### config.mk
export PLATFORM = sky130hd
export DESIGN_NAME = upsample_layer_sched
export DESIGN_NICKNAME = d
export VERILOG_FILES = /design/src/rtl/upsample_layer_sched.sv
export SDC_FILE = /design/constraint.sdc
export NUM_CORES = 1
export LEC_CHECK = 0
export BUFFER_PORTS_ARGS = -buffer_cell sky130_fd_sc_hd__buf_2
export CORE_ASPECT_RATIO = 1.4
export CORE_MARGIN = 8
export CORE_UTILIZATION = 30
export DETAILED_ROUTE_END_ITERATION = 16
export GPL_TIMING_DRIVEN = 0
export HOLD_SLACK_MARGIN = 0.08
export PLACE_DENSITY = 0.45
export SLEW_MARGIN = 20
export SYNTH_ARGS = -nofsm -noshare
export SYNTH_HDL_FRONTEND = slang
export SYNTH_SLANG_ARGS = --single-unit
export TNS_END_PERCENT = 20
### constraint.sdc
create_clock -name clk -period 7.8 [get_ports clk]
set_input_delay 1.56 -clock clk [delete_from_list [all_inputs] [get_ports clk]]
set_output_delay 1.56 -clock clk [all_outputs]
set_load 0.005 [all_outputs]
### src/rtl/upsample_layer_sched.sv
// upsample_layer_sched: fires the upsample engine once per channel plane and rebases its addresses into flat memory
module upsample_layer_sched #(
    parameter int ADDR_W  = 14,
    parameter int CH_W    = 8,
    parameter int TIMEOUT = 65535
) (
    input  logic              clk,
    input  logic              rst,
    input  logic              cmd_valid,
    output logic              cmd_ready,
    input  logic [2:0]        cmd_size,
    input  logic [CH_W-1:0]   cmd_nch,
    input  logic [ADDR_W-1:0] cmd_in_base,
    input  logic [ADDR_W-1:0] cmd_out_base,
    output logic              up_start,
    output logic [2:0]        up_size,
    input  logic              up_done,
    input  logic [ADDR_W-1:0] up_addr_input,
    input  logic [ADDR_W-1:0] up_addr_output,
    output logic [ADDR_W-1:0] mem_addr_in,
    output logic [ADDR_W-1:0] mem_addr_out,
    output logic [CH_W-1:0]   ch_idx,
    output logic              busy,
    output logic              layer_done,
    output logic              err
);
    typedef enum logic [2:0] {S_IDLE, S_LOAD, S_START, S_WAIT, S_NEXT, S_DONE} state_t;
    localparam logic [31:0] TO = TIMEOUT;
    state_t            r_state;
    logic [ADDR_W-1:0] r_in_base, r_out_base, r_in_stride, r_out_stride;
    logic [CH_W-1:0]   r_nch, r_ch;
    logic [2:0]        r_size;
    logic              r_start, r_ld, r_err;
    logic [31:0]       r_wd;
    logic              w_timeout, w_last;
    // watchdog holds cycles elapsed since the up_start cycle
    assign w_timeout    = (TO != 32'd0) && (r_wd + 32'd1 >= TO);
    assign w_last       = r_ch == r_nch - CH_W'(1);
    assign cmd_ready    = r_state == S_IDLE;
    assign busy         = r_state != S_IDLE;
    assign up_start     = r_start;
    assign up_size      = r_size;
    assign ch_idx       = r_ch;
    assign layer_done   = r_ld;
    assign err          = r_err;
    assign mem_addr_in  = r_in_base + r_in_stride * ADDR_W'(r_ch) + up_addr_input;
    assign mem_addr_out = r_out_base + r_out_stride * ADDR_W'(r_ch) + up_addr_output;
    always_ff @(posedge clk or posedge rst) begin
        if (rst) begin
            r_state      <= S_IDLE;
            r_in_base    <= '0;
            r_out_base   <= '0;
            r_in_stride  <= '0;
            r_out_stride <= '0;
            r_nch        <= '0;
            r_ch         <= '0;
            r_size       <= '0;
            r_start      <= 1'b0;
            r_ld         <= 1'b0;
            r_err        <= 1'b0;
            r_wd         <= '0;
        end else begin
            r_start <= 1'b0;
            r_ld    <= 1'b0;
            r_err   <= 1'b0;
            case (r_state)
                S_IDLE: if (cmd_valid) begin
                    if (cmd_size[2]) r_err <= 1'b1;
                    else if (cmd_nch == '0) r_ld <= 1'b1;
                    else begin
                        r_in_base    <= cmd_in_base;
                        r_out_base   <= cmd_out_base;
                        r_in_stride  <= ADDR_W'(32'd16 << {cmd_size[1:0], 1'b0});
                        r_out_stride <= ADDR_W'(32'd64 << {cmd_size[1:0], 1'b0});
                        r_nch        <= cmd_nch;
                        r_size       <= cmd_size;
                        r_ch         <= '0;
                        r_state      <= S_LOAD;
                    end
                end
                S_LOAD: begin
                    r_start <= 1'b1;
                    r_state <= S_START;
                end
                S_START: begin
                    r_wd    <= 32'd1;
                    r_state <= S_WAIT;
                end
                S_WAIT: begin
                    if (up_done) r_state <= S_NEXT;
                    else if (w_timeout) begin
                        r_err   <= 1'b1;
                        r_state <= S_IDLE;
                    end else r_wd <= r_wd + 32'd1;
                end
                S_NEXT: if (!up_done) begin
                    if (w_last) begin
                        r_ld    <= 1'b1;
                        r_state <= S_DONE;
                    end else begin
                        r_ch    <= r_ch + CH_W'(1);
                        r_start <= 1'b1;
                        r_state <= S_START;
                    end
                end
                S_DONE: r_state <= S_IDLE;
                default: r_state <= S_IDLE;
            endcase
        end
    end
endmodule

==> results.yml <==
outcome:
  outcome: "finished clean"
floorplan:
  fp.dieW_um: 150
  dieArea_sq_mm: 0.0304
  die_h_um: 203
  start_util: 0.305
  io_pins: 115
  row_count: 68
  core-area_sq_mm: 0.0246
detailed_routing:
  route.vias.total: 6321
  drc: 0
  dr.pass1.iters: 4
  avgRoutedWirePerCell_um: 17.1
  wl_mm: 22.1
  viasPerCell: 4.90
  ant_nets: 0
  drtIter0Drc: 254
clocking:
  tritoncts: "done"
  cts_inserted_buffers: 9
  clk_pin_slew_ns: 0.07
  cts_resized: 0
  root_buffer: "clkbuf_16"
  cts_sinks: 88
  post_cts_buffers: 0
  clock_path_buffers: 2
  insertion_delay_ns: 0.36
  htree_levels: 3
  hold_buffers: 0
place:
  gp_congestion: 0.843
  dp_hpwl_mm: 17.8
  dpl_cell_area_sq_mm: 0.00849
  io_buffers: 113
logic_synthesis:
  ys.flop_type: "dfrtp_1"
  async_flop_share: 1.00
  ys_seq_elements: 88
  synth_nets: 1034
  synth.area.top_cells: "dfrtp_1 (29%), ha_1 (15%), fa_1 (8.0%)"
  synth-edff-count: 0
  synth_common_cells: "nand2_1 (138), dfrtp_1 (88), ha_1 (87)"
  yosysMostFrequentCell: "nand2_1"
  syn_area_sq_mm: 0.00750
  ys_seq_area_frac: 0.294
  syn-instance-count: 846
  avgSynthCellArea_sq_um: 8.86
  synth_warnings: 0
  synth_top_area_frac: 0.294
  yosys.area.top_type: "dfrtp_1"
  synthDistinctLibCells: 72
critical_path:
  critPathLaunchType: "primary input"
  reg2reg_slack_ns: 4.50
  r2r-start: "r_wd[1]"
  crit_path_end_kind: "output pin"
  cp_data_required_time_ns: 6.24
  cp_max_fo: 5
  worstReg2RegEnd: "r_wd[14]"
  worstSetupPathType: "in -> out"
  worstRegToRegCells: 11
  crit_arrival_ns: 5.70
sta:
  worstMarginPinSlew_ns: 0.789
  finalHoldViolCount: 0
  skew_ns: 0.0146
  slew_headroom: 0.467
  finalSetupTns_ns: 0
  grt_setup_unrepaired: "no"
  finalCritPeriodShare: 0.931
  fmax_mhz: 138
  min_period_ns: 7.26
  setup_viol: 0
  slew_viol_final: 0
power:
  fin_total_pwr_mw: 2.60
  peakVddDrop_mv: 0.137
  p_leak_nw: 4.34
  powerDensity_mw_per_mm2: 296
worst_hold_path:
  hold-path-cell-count: 2
  holdPathEnd: "r_out_base[3]"
  min-delay-start: "r_out_base[3]"
  hp-class: "reg -> reg"
grt:
  grt.overflow.total: 0
  grt_pass1_vias: 6805
  grt_max_degree: 69
  antenna_found_initial: 1
  gr-usage-all-layers: 0.150
  grt_pass1_wl_mm: 35.7
final_layout:
  nets: 1159
  syn_to_final_growth_pct: 17.2
  fin_area_sq_mm: 0.00879
  num_antenna_cells: 0
  drive_gt1_frac: 0.173
job:
  max_cap_violations: 0
[how the worst max path moves through the flow]
stage                          start              end  slack (ns)
floorplan           up_addr_input[9]  mem_addr_in[13]        1.38
global placement    up_addr_input[9]  mem_addr_in[13]        0.57
detailed placement  up_addr_input[9]  mem_addr_in[13]        0.52
CTS                 up_addr_input[9]  mem_addr_in[13]        0.53
global route        up_addr_input[9]  mem_addr_in[13]        0.33
finish              up_addr_input[9]  mem_addr_in[13]        0.54
[state kept, by name, indices dropped and copies added (netlist names)]
register	count
ch_idx	8
err	1
layer_done	1
r_in_base	14
r_in_stride	4
r_nch	8
r_out_base	14
r_state	3
r_wd	32
up_size	2
up_start	1
[critical path, cell delays in order]
cell	delay, ns
buf_2	0.11
ha_1	0.31
fa_1	0.46
ha_1	0.29
inv_1	0.05
fa_1	0.54
inv_1	0.06
fa_1	0.47
ha_1	0.38
and2_1	0.19
o21ai_0	0.13
o21ai_0	0.16
o41ai_1	0.68
xnor2_1	0.19
buf_2	0.13
[cells in the final DEF, fill, tap and decap left out, types with 4 or more instances in the layout]
cell	synthesis	layout
o31ai_1	4	4
nor4_1	8	8
a21oi_1	33	33
inv_6	0	4
buf_2	6	119
and2_1	38	38
a31oi_1	10	10
a21o_1	7	7
o211ai_1	9	9
clkbuf_1	20	20
ha_1	87	87
and4_1	4	4
or2_2	5	5
fa_1	30	30
nor2b_1	11	11
xor2_1	14	14
o21ai_2	4	4
nand2_1	138	138
nand2b_1	6	6
and3_1	11	11
or3_1	6	6
nand4_1	11	11
inv_1	76	75
nor3_1	12	12
o21ai_0	32	32
xnor2_1	41	41
a21oi_2	4	4
dfrtp_1	88	88
nor2_1	31	31
o21a_1	6	6
nand3_1	24	24
clkbuf_16	0	9
[cell families after synthesis]
group                      synth area share
AOI/OAI and AO/OA                     0.138
xor gates and xnor gates             0.0642
adders and majority gates             0.225
buffers and inverters                0.0611
DFF                                   0.294
muxes                               0.00267
other                              0.000500
and+or+nand+nor                       0.214
[stage by stage]
step | setup slack (ns) | hold slack [ns] | cells | utilization
after floorplan | 1.38 | 0.450 | 846 | -
after global placement | 0.567 | 0.456 | 1274 | 0.344
after detailed placement | 0.522 | 0.469 | 1275 | 0.345
after CTS | 0.528 | 0.486 | 1291 | 0.357
after global routing | 0.330 | 0.503 | 1291 | 0.357
final | 0.540 | 0.482 | 1291 | 0.357
[metal layers]
layer	wire, um	track usage
met2	12200	0.286
met5	12	0
met3	762	0.0225
met1	8680	0.164
met4	427	0.0477
[cell type report]
cell class                      count  area [sq um]
Clock buffer                        9           225
Sequential cell                    88          2200
Clock inverter                      7          72.6
Buffer                             35           173
Timing Repair Buffer              114           593
Inverter                           76           290
Fill cell                        2611         15800
Tap cell                          315           394
Multi-Input combinational cell    647          4840
[power by group]
group,internal [mW],switching [mW]
sequential,0.579,0.100
clock,0.227,0.226
combinational,0.654,0.818
total,1.46,1.14
Note: power is estimated with default switching activity, not from simulation.
